## src/rtl/hilo_muldiv_if.sv

```systemverilog
// HI/LO sequencer bus: EX-side op issue, pipeline stall/busy and the HI/LO write port.
interface hilo_muldiv_if;
  logic        flush;
  logic        start;
  logic [3:0]  op;
  logic [31:0] opdata1;
  logic [31:0] opdata2;
  logic [31:0] hi_cur;
  logic [31:0] lo_cur;
  logic        stall_req;
  logic        busy;
  logic        we_o;
  logic [31:0] hi_o;
  logic [31:0] lo_o;

  modport master (
    output flush, start, op, opdata1, opdata2, hi_cur, lo_cur,
    input  stall_req, busy, we_o, hi_o, lo_o
  );

  modport slave (
    input  flush, start, op, opdata1, opdata2, hi_cur, lo_cur,
    output stall_req, busy, we_o, hi_o, lo_o
  );
endinterface

```

## src/rtl/hilo_muldiv_ctrl.sv

```systemverilog
// Multi-cycle MULT/DIV/MTHI/MTLO sequencer producing a single-cycle HI/LO write.
// Define HILO_MADD_EN to accept MADD/MADDU/MSUB/MSUBU (accumulate into latched HI:LO).
module hilo_muldiv_ctrl #(
  parameter int DIV_CYCLES = 32
) (
  input logic          clk,
  input logic          rst,
  hilo_muldiv_if.slave bus
);
  localparam int CNT_W = $clog2(DIV_CYCLES);
  localparam logic [3:0] OP_MULT  = 4'd1;
  localparam logic [3:0] OP_MULTU = 4'd2;
  localparam logic [3:0] OP_DIV   = 4'd3;
  localparam logic [3:0] OP_DIVU  = 4'd4;
  localparam logic [3:0] OP_MTHI  = 4'd5;
  localparam logic [3:0] OP_MTLO  = 4'd6;
`ifdef HILO_MADD_EN
  localparam logic [3:0] OP_MADD  = 4'd7;
  localparam logic [3:0] OP_MADDU = 4'd8;
  localparam logic [3:0] OP_MSUB  = 4'd9;
  localparam logic [3:0] OP_MSUBU = 4'd10;
`endif

  typedef enum logic [2:0] {S_IDLE, S_MUL, S_DIV_ZERO, S_DIV_ON, S_DONE} state_t;

  state_t             state, state_nxt;
  logic [CNT_W-1:0]   cnt;
  logic [3:0]         op_r;
  logic [31:0]        a_r, b_r, rem_r, hic_r, loc_r;
  logic [31:0]        last_hi, last_lo, res_hi, res_lo;
  logic [63:0]        prod_r;
  logic               neg_q, neg_r, stall, we;
  logic [32:0]        trial;

  function automatic logic is_mul(input logic [3:0] o);
    case (o)
      OP_MULT, OP_MULTU: is_mul = 1'b1;
`ifdef HILO_MADD_EN
      OP_MADD, OP_MADDU, OP_MSUB, OP_MSUBU: is_mul = 1'b1;
`endif
      default: is_mul = 1'b0;
    endcase
  endfunction

  function automatic logic is_div(input logic [3:0] o);
    is_div = (o == OP_DIV) || (o == OP_DIVU);
  endfunction

  function automatic logic is_signed_op(input logic [3:0] o);
    case (o)
      OP_MULT, OP_DIV: is_signed_op = 1'b1;
`ifdef HILO_MADD_EN
      OP_MADD, OP_MSUB: is_signed_op = 1'b1;
`endif
      default: is_signed_op = 1'b0;
    endcase
  endfunction

  function automatic logic [31:0] cond_neg(input logic [31:0] v, input logic n);
    cond_neg = n ? (~v + 32'd1) : v;
  endfunction

  function automatic logic [63:0] mul64(input logic [31:0] a, input logic [31:0] b,
                                        input logic sgn);
    logic signed [63:0] sa, sb;
    sa = sgn ? {{32{a[31]}}, a} : {32'd0, a};
    sb = sgn ? {{32{b[31]}}, b} : {32'd0, b};
    mul64 = sa * sb;
  endfunction

  // Control state: FSM, iteration counter and the held HI/LO output values
  always_ff @(posedge clk or posedge rst) begin
    if (rst) begin
      state   <= S_IDLE;
      cnt     <= '0;
      last_hi <= '0;
      last_lo <= '0;
    end else begin
      state <= state_nxt;
      cnt   <= (state == S_DIV_ON) ? cnt + 1'b1 : '0;
      if (we) begin
        last_hi <= res_hi;
        last_lo <= res_lo;
      end
    end
  end

  always_comb begin
    state_nxt = state;
    stall     = 1'b0;
    case (state)
      S_IDLE: begin
        if (bus.start) begin
          if (is_mul(bus.op)) begin
            state_nxt = S_MUL;
            stall     = 1'b1;
          end else if (is_div(bus.op)) begin
            state_nxt = (bus.opdata2 == 32'd0) ? S_DIV_ZERO : S_DIV_ON;
            stall     = 1'b1;
          end else if (bus.op == OP_MTHI || bus.op == OP_MTLO) begin
            state_nxt = S_DONE;
          end
        end
      end
      S_MUL, S_DIV_ZERO: begin
        state_nxt = S_DONE;
        stall     = 1'b1;
      end
      S_DIV_ON: begin
        stall = 1'b1;
        if (cnt == CNT_W'(DIV_CYCLES - 1)) state_nxt = S_DONE;
      end
      S_DONE:  state_nxt = S_IDLE;
      default: state_nxt = S_IDLE;
    endcase
    if (bus.flush) state_nxt = S_IDLE;
  end

  // Restoring divide step: a_r shifts the dividend out and the quotient in
  always_comb trial = {rem_r, a_r[31]} - {1'b0, b_r};

  // Datapath: operand capture at issue, then product / division iterations
  always_ff @(posedge clk) begin
    case (state)
      S_IDLE: begin
        if (bus.start) begin
          op_r  <= bus.op;
          hic_r <= bus.hi_cur;
          loc_r <= bus.lo_cur;
          rem_r <= '0;
          neg_q <= (bus.op == OP_DIV) && (bus.opdata1[31] ^ bus.opdata2[31]);
          neg_r <= (bus.op == OP_DIV) && bus.opdata1[31];
          if (is_div(bus.op)) begin
            a_r <= cond_neg(bus.opdata1, (bus.op == OP_DIV) && bus.opdata1[31]);
            b_r <= cond_neg(bus.opdata2, (bus.op == OP_DIV) && bus.opdata2[31]);
          end else begin
            a_r <= bus.opdata1;
            b_r <= bus.opdata2;
          end
        end
      end
      S_MUL: prod_r <= mul64(a_r, b_r, is_signed_op(op_r));
      S_DIV_ZERO: begin
        a_r   <= '0;
        rem_r <= '0;
      end
      S_DIV_ON: begin
        if (!trial[32]) begin
          rem_r <= trial[31:0];
          a_r   <= {a_r[30:0], 1'b1};
        end else begin
          rem_r <= {rem_r[30:0], a_r[31]};
          a_r   <= {a_r[30:0], 1'b0};
        end
      end
      default: ;
    endcase
  end

  // Write-back: result selection presented during DONE
  always_comb begin
    res_hi = last_hi;
    res_lo = last_lo;
    case (op_r)
      OP_MULT, OP_MULTU: {res_hi, res_lo} = prod_r;
      OP_DIV, OP_DIVU: begin
        res_lo = cond_neg(a_r, neg_q);
        res_hi = cond_neg(rem_r, neg_r);
      end
      OP_MTHI: begin
        res_hi = a_r;
        res_lo = loc_r;
      end
      OP_MTLO: begin
        res_hi = hic_r;
        res_lo = a_r;
      end
`ifdef HILO_MADD_EN
      OP_MADD, OP_MADDU: {res_hi, res_lo} = {hic_r, loc_r} + prod_r;
      OP_MSUB, OP_MSUBU: {res_hi, res_lo} = {hic_r, loc_r} - prod_r;
`endif
      default: ;
    endcase
  end

  assign we            = (state == S_DONE) && !bus.flush;
  assign bus.we_o      = we;
  assign bus.hi_o      = we ? res_hi : last_hi;
  assign bus.lo_o      = we ? res_lo : last_lo;
  assign bus.busy      = (state != S_IDLE);
  assign bus.stall_req = stall && !rst;
endmodule
```

## src/flat_wrapper.sv

```systemverilog
// flat-port wrapper written by rule: the top's interface ports become plain ports
module hilo_muldiv_ctrl_flat 
#(
  parameter int DIV_CYCLES = 32
)
  (clk, rst, bus_flush, bus_start, bus_op, bus_opdata1, bus_opdata2, bus_hi_cur, bus_lo_cur, bus_stall_req, bus_busy, bus_we_o, bus_hi_o, bus_lo_o);
  hilo_muldiv_if bus_i ();
  input logic clk;
  input logic rst;
  input wire logic [$bits(bus_i.flush)-1:0] bus_flush;
  input wire logic [$bits(bus_i.start)-1:0] bus_start;
  input wire logic [$bits(bus_i.op)-1:0] bus_op;
  input wire logic [$bits(bus_i.opdata1)-1:0] bus_opdata1;
  input wire logic [$bits(bus_i.opdata2)-1:0] bus_opdata2;
  input wire logic [$bits(bus_i.hi_cur)-1:0] bus_hi_cur;
  input wire logic [$bits(bus_i.lo_cur)-1:0] bus_lo_cur;
  output wire logic [$bits(bus_i.stall_req)-1:0] bus_stall_req;
  output wire logic [$bits(bus_i.busy)-1:0] bus_busy;
  output wire logic [$bits(bus_i.we_o)-1:0] bus_we_o;
  output wire logic [$bits(bus_i.hi_o)-1:0] bus_hi_o;
  output wire logic [$bits(bus_i.lo_o)-1:0] bus_lo_o;
  assign bus_i.flush = bus_flush;
  assign bus_i.start = bus_start;
  assign bus_i.op = bus_op;
  assign bus_i.opdata1 = bus_opdata1;
  assign bus_i.opdata2 = bus_opdata2;
  assign bus_i.hi_cur = bus_hi_cur;
  assign bus_i.lo_cur = bus_lo_cur;
  assign bus_stall_req = bus_i.stall_req;
  assign bus_busy = bus_i.busy;
  assign bus_we_o = bus_i.we_o;
  assign bus_hi_o = bus_i.hi_o;
  assign bus_lo_o = bus_i.lo_o;
  hilo_muldiv_ctrl #(.DIV_CYCLES(DIV_CYCLES)) u_core (.clk(clk), .rst(rst), .bus(bus_i));
endmodule
```

## config.mk

```make
export PLATFORM = sky130hd
export DESIGN_NAME = hilo_muldiv_ctrl_flat
export DESIGN_NICKNAME = d
export VERILOG_FILES = /design/src/rtl/hilo_muldiv_if.sv /design/src/rtl/hilo_muldiv_ctrl.sv /design/src/flat_wrapper.sv
export SDC_FILE = /design/constraint.sdc
export NUM_CORES = 2
export LEC_CHECK = 0
export ABC_AREA = 0
export CAP_MARGIN = 20
export CORE_ASPECT_RATIO = 1.75
export CORE_MARGIN = 4
export CORE_UTILIZATION = 47
export CTS_CLUSTER_SIZE = 24
export DETAILED_ROUTE_END_ITERATION = 8
export GPL_TIMING_DRIVEN = 1
export HOLD_SLACK_MARGIN = 0.05
export PLACE_DENSITY = 0.69
export SLEW_MARGIN = 20
export SYNTH_ARGS = -nofsm -noshare
export SYNTH_HDL_FRONTEND = slang
export SYNTH_SLANG_ARGS = --single-unit
export TNS_END_PERCENT = 10
```

## constraint.sdc

```tcl
create_clock -name clk -period 27.6 [get_ports clk]
set_input_delay 4.14 -clock clk [delete_from_list [all_inputs] [get_ports clk]]
set_output_delay 4.14 -clock clk [all_outputs]
set_load 0.01 [all_outputs]
```

After elaboration in Yosys (flattened, before gate mapping)
Index checks and enable logic that the tools add are counted.

Register bits after elaboration: 302. Word-level logic and storage cells: 104. Bits of input ports: 136. Output and inout bits: 67.

Reductions and logical operators: 22. $add $sub $neg: 6. Mux-type cells: 36. Equal/unequal tests: 21. Bitwise gates (word level): 5. $mul: 1.

Operator list (count): 32-bit 2-to-1 mux (11); 32-bit case mux with 4 select lines (2); 32-bit case mux with 3 select lines (2); 32-bit by 1-bit adder with 32-bit output, second input constant (4); 64-bit 2-to-1 mux (2); 32-bit NOT (4); 64-bit by 64-bit multiplier with 64-bit output (1); 33-bit by 32-bit subtractor with 33-bit output (1); 32-bit logical NOT (1); 4-bit by 3-bit == test with 1-bit output, second input constant (6); 3-bit 2-to-1 mux (6); 4-bit by 2-bit == test with 1-bit output, second input constant (4); 1-bit 2-to-1 mux (10); 2-bit OR reduction (5); 3-bit case mux with 3 select lines (1); 4-bit by 1-bit == test with 1-bit output, second input constant (2); 3-bit by 2-bit == test with 1-bit output, second input constant (2); 3-bit != test, second input constant (2); 3-bit nonzero test (2); 5-bit by 1-bit adder with 5-bit output, second input constant (1); 5-bit == test, second input constant (1); 1-bit logical AND (5); 5-bit 2-to-1 mux (1); 5-bit by 2-bit != test with 1-bit output, second input constant (1); 11 further kinds (14).

Logic depth before layout (Yosys ltp)
Depth after elaboration: 9. Gate-level depth with buffers: 37. Gate-level depth less buffers: 33.

Worst setup path after synthesis
OpenSTA, ideal clock, no wires.

Path kind: reg2reg. Start point: register u_core.op_r[3]. End point: register u_core.prod_r[63], data pin. Arrival time: 9345 ps. Path slack: 17993 ps. Setup time: 262 ps. Clock period less this slack: 9607 ps. Required time: 27338 ps. Stages on the path, launching flop included: 33. Buffers on the path: 3. Cell sequence: edfxtp_1 > clkbuf_1 > nor2_1 > and3_1 > clkbuf_1 > nand2_1 > inv_1 > fa_1 > inv_1 > fa_1 > inv_1 > fa_1 > fa_1 > fa_1 > fa_1 > fa_1 > fa_1 > fa_1 > inv_1 > fa_1 > inv_1 > ha_1 > clkbuf_1 > a21o_1 > a21o_1 > a21o_1 > a211oi_1 > nor2_1 > o41a_1 > a221o_1 > a211oi_1 > o31ai_1 > xnor2_1.

Cells in the longest elaborated chain, start to end: 6. Elaborated cells on any way between the ends: 8. Those cells by class: 1 x mul; 2 x eq/ne; 4 x mux; 1 x reduce/logical.

Ends and longest elaborated chain: from (decl) (line hilo_muldiv_ctrl.sv:28) `logic [3:0] op_r;`; from (signal assigned) (line hilo_muldiv_ctrl.sv:127) `op_r <= bus.op;`; 4-bit by 1-bit == test with 1-bit output / 4-bit by 2-bit == test with 1-bit output (equally long branches) (line hilo_muldiv_ctrl.sv:50) `case (o)`; 2-bit OR reduction * (line hilo_muldiv_ctrl.sv:50); 1-bit 2-to-1 mux * (line hilo_muldiv_ctrl.sv:50); 1-bit 2-to-1 mux * (line hilo_muldiv_ctrl.sv:124) `case (state)`; 64-bit 2-to-1 mux, on equally long branches (line hilo_muldiv_ctrl.sv:66, hilo_muldiv_ctrl.sv:67); 64-bit by 64-bit multiplier with 64-bit output * (line hilo_muldiv_ctrl.sv:68) `mul64 = sa * sb;`; to (signal assigned) (line hilo_muldiv_ctrl.sv:142) `S_MUL: prod_r <= mul64(a_r, b_r, is_signed_op(op_r));`; to (decl) (line hilo_muldiv_ctrl.sv:31) `logic [63:0] prod_r;`.

Mark *: on every way between the ends. The rest lies on a longest branch, timed or not. The select of a mux whose other input is x is not followed. A chain may end at the register's enable or synchronous reset.

Final worst setup path
Start point: input bus_flush. End point: output bus_lo_o[15].

Cells in the longest elaborated chain, start to end: 3.

Ends and longest elaborated chain: from (decl) (line flat_wrapper.sv:10) `input wire logic [$bits(bus_i.flush)-1:0] bus_flush;`; 1-bit logical NOT (line hilo_muldiv_ctrl.sv:186) `assign we = (state == S_DONE) && !bus.flush;`; 1-bit logical AND (line hilo_muldiv_ctrl.sv:186); 32-bit 2-to-1 mux (line hilo_muldiv_ctrl.sv:189) `assign bus.lo_o = we ? res_lo : last_lo;`; to (decl) (line flat_wrapper.sv:21) `output wire logic [$bits(bus_i.lo_o)-1:0] bus_lo_o;`.

Every way passes these cells.

==> metrics.csv <==
stage;metric;value;unit
worst_setup_path;Worst Path Class, Setup;in2out;
yosys;Mapped Nets;8521;
yosys;largest family of logic cells by synthesized area;adder cells;
clock_tree;number of hold buffers added after CTS;0;
layout;Area Growth Syn to Fin;7.65;%
hold_path;worst min-delay path class;reg2reg;
yosys;Synth Register Bits;302;
yosys;Mapped Cells;6573;
layout;Final Cell Area;68300;um^2
yosys;Synth Cell Area;63400;um^2
global_routing;pin count of the biggest net entering global routing;112;
clock_tree;clock buffer depth;3;
yosys;Synth Flop Type;edfxtp_1;
worst_setup_path;critical path startpoint category;input pin;
worst_setup_path;Worst EP arrival;7.57;ns
routing;DRT antenna net count;0;
layout;area of the multi-input gates;47600;um^2
global_routing;GRT met2 Usage;0.545;
global_routing;grt peak-use layer;met2;
worst_setup_path;slowest CP cell;buf_4;
worst_setup_path;Worst Setup End Kind;output port;
timing;minimum clock period;11.71;ns
floorplan;die area;141000;um^2
global_routing;GR Util met3;0.0709;
yosys;Post-Synth XOR/XNOR Area;0.0370;
layout;Nets;8529;
worst_setup_path;CP max stage delay;0.89;ns
global_routing;GRT Util Overall;0.323;
worst_setup_path;Worst path top cell family by delay;buffers and inverters;
timing;actual slew at the worst max-slew pin;1.11;ns
routing;DR iter-0 viols;4297;
yosys;Synth async-reset ratio;0.238;
clock_tree;TritonCTS clock tree;done;
clock_tree;clock root buffer;clkbuf_16;
layout;fin util;0.508;
layout;fraction of layout cells with a size suffix above 1;0.0283;
yosys;synthesized-area fraction occupied by and/or/nand/nor cells;0.123;
worst_setup_path;crit-path most repeated cell;clkdlybuf4s50_1;
routing;Vias;48500;
timing;Slew headroom;0.261;
floorplan;Ports;203;
run;MaxCap Viol Count;0;
global_routing;initial antenna violation count;21;
worst_setup_path;worst endpoint required time;23.46;ns
clock_tree;Post-CTS Setup Inserts;0;
placement;IO buf count;202;
timing;Fmax achieved;85.4;MHz
global_routing;GRT overflow;0;
timing;final number of setup-violating endpoints;0;
layout;fill cell count;12200;
layout;commonest cells after routing, fill and taps aside;inv_1 (1576), fa_1 (1422), nand2_1 (874), ha_1 (390), and2_1 (369);
floorplan;core area;134000;um^2
floorplan;# rows;178;
yosys;Synth Area in Compound Gates;0.0628;
yosys;adder-cell area share of the yosys netlist;0.526;
yosys;Ys Warns;0;
worst_setup_path;Crit Path Max Fanout;111;
yosys;post-synthesis sequential area ratio;0.137;
placement;global placer's final weighted congestion;1.06;
timing;Fin Clk Skew;0.0427;ns
clock_tree;cts repair resizes;0;
layout;register area;8710;um^2
floorplan;Initial Utilization;0.472;
routing;DR DRC count;0;
layout;commonest non-fill, non-tap cell in the layout;inv_1;
clock_tree;Worst-path clk slew;0.07;ns
yosys;number of synthesized flops with an enable pin;230;
routing;Vias/cell;5.76;
yosys;Synth cell types;75;
timing;final hold violations;0;
global_routing;vias in the first global route;53200;
timing;Fin Hold WS;0.476;ns
floorplan;Die Span Y;494;um
worst_setup_path;Cell Chain, Critical Path;clkdlybuf4s50_1 -> nand3b_1 -> nor3_2 -> buf_4 -> nor2_1 -> a31oi_1 -> clkdlybuf4s50_1;
placement;Detailed Place HPWL;176000;um
clock_tree;Sink Count;302;
timing;Setup TNS Final;0;ns
timing;Tcrit/Tclk final;0.424;
routing;Avg WL per Cell;26.9;um
routing;drt total wl;227000;um
routing;drt pass-1 iters;8;
clock_tree;clk_lat worst skew;0.61;ns
global_routing;met1 usage;0.320;
yosys;Avg Cell Area, Syn;9.65;um^2
placement;DP Area;67300;um^2
yosys;mux contribution to synthesized area;0.000316;
floorplan;Die W;286;um
worst_setup_path;crit path buf inv count;3;
clock_tree;cts bufs inserted;28;
run_status;status;completed;
clock_tree;H-tree Lvls;1;
timing;final number of max-transition violations;0;
global_routing;first-pass GRT wire length;333000;um
timing;RSZ-0062 raised after global routing;false;
==> synthesized netlist by cell type, types with 5 or more instances <==
cell type | count | area [um^2]
a211oi_1 | 12 | 90.1
a21o_1 | 55 | 413
a21oi_1 | 167 | 836
a222oi_1 | 61 | 611
a31oi_1 | 74 | 463
and2_1 | 369 | 2310
and3_1 | 17 | 106
and4_1 | 6 | 52.6
buf_1 | 36 | 135
buf_2 | 6 | 30.0
clkbuf_1 | 286 | 1070
dfrtp_1 | 72 | 1800
edfxtp_1 | 230 | 6910
fa_1 | 1422 | 28500
ha_1 | 390 | 4880
inv_1 | 1577 | 5920
nand2_1 | 874 | 3280
nand2b_1 | 30 | 188
nand3_1 | 42 | 210
nand3b_1 | 8 | 60.1
nand4_1 | 17 | 106
nor2_1 | 213 | 800
nor2b_1 | 12 | 75.1
nor3_1 | 29 | 145
nor3b_1 | 5 | 37.5
nor4_1 | 8 | 50.1
o211ai_1 | 11 | 82.6
o21a_1 | 11 | 82.6
o21ai_0 | 101 | 505
o21bai_1 | 12 | 90.1
o31ai_1 | 29 | 218
o41ai_1 | 16 | 140
or3_1 | 16 | 100
or4_1 | 13 | 97.6
xnor2_1 | 198 | 1730
xor2_1 | 70 | 613
==> flip-flops by register name (all words and copies together), names as in the netlist <==
name / count
u_core.prod_r: 64
u_core.a_r: 32
u_core.b_r: 32
u_core.hic_r: 32
u_core.last_hi: 32
u_core.last_lo: 32
u_core.loc_r: 32
u_core.rem_r: 32
u_core.cnt: 5
u_core.op_r: 4
u_core.state: 3
u_core.neg_q: 1
u_core.neg_r: 1
==> per-layer routing <==
metal / routed length [um] / share of wire
met3: 20300 / 0.089
met5: 29 / 0.00013
met4: 30000 / 0.13
met2: 110000 / 0.49
met1: 66100 / 0.29
==> metrics by stage <==
step | instances | setup WS [ns]
global placement | 8349 | 16.12
global route | 8410 | 15.61
floorplan | 6573 | 17.99
CTS | 8401 | 15.97
finish | 8423 | 15.89
detailed placement | 8349 | 15.98
==> area by class of cell <==
class	instances	share of cell area
clock buffer	38	0.0115
inverter	1578	0.0868
sequential	302	0.128
antenna	20	0.000733
timing repair buffer	309	0.0417
multi-input combinational	4362	0.697
clock inverter	14	0.00150
tap	1800	0.0330
==> worst paths after layout <==
path	start	end	slack (ns)	cells after the start
hold / removal	u_core.cnt[0]	u_core.cnt[0]	0.48	1
max in group asynchronous	rst	u_core.last_lo[27]	22.74	3
min in group asynchronous	rst	u_core.state[2]	4.14	3
setup reg to reg	u_core.op_r[3]	u_core.prod_r[63]	16.87	30
setup / recovery	bus_flush	bus_lo_o[15]	15.89	7
hold reg to reg	u_core.cnt[0]	u_core.cnt[0]	0.48	1
==> kinds of logic after synthesis <==
family,after synthesis
AO/OA/AOI/OAI,600
XOR/XNOR,268
adder cells (fa/ha/maj),1813
buffers and inverters,1909
flip-flops,302
multiplexers,2
AND/OR/NAND/NOR,1679
==> worst register-to-register path, delay by kind of cell (launching register included) <==
family | cells | cell delay [ns]
AOI/OAI and AO/OA | 8 | 1.97
xor gates and xnor gates | 1 | 0.14
adders and majority gates | 11 | 6.37
buffers and inverters | 6 | 0.67
DFF | 1 | 0.62
and+or+nand+nor | 4 | 0.70
Power is not shown: default switching activity piles up to over one toggle a cycle in this logic, so the estimate is an artifact.
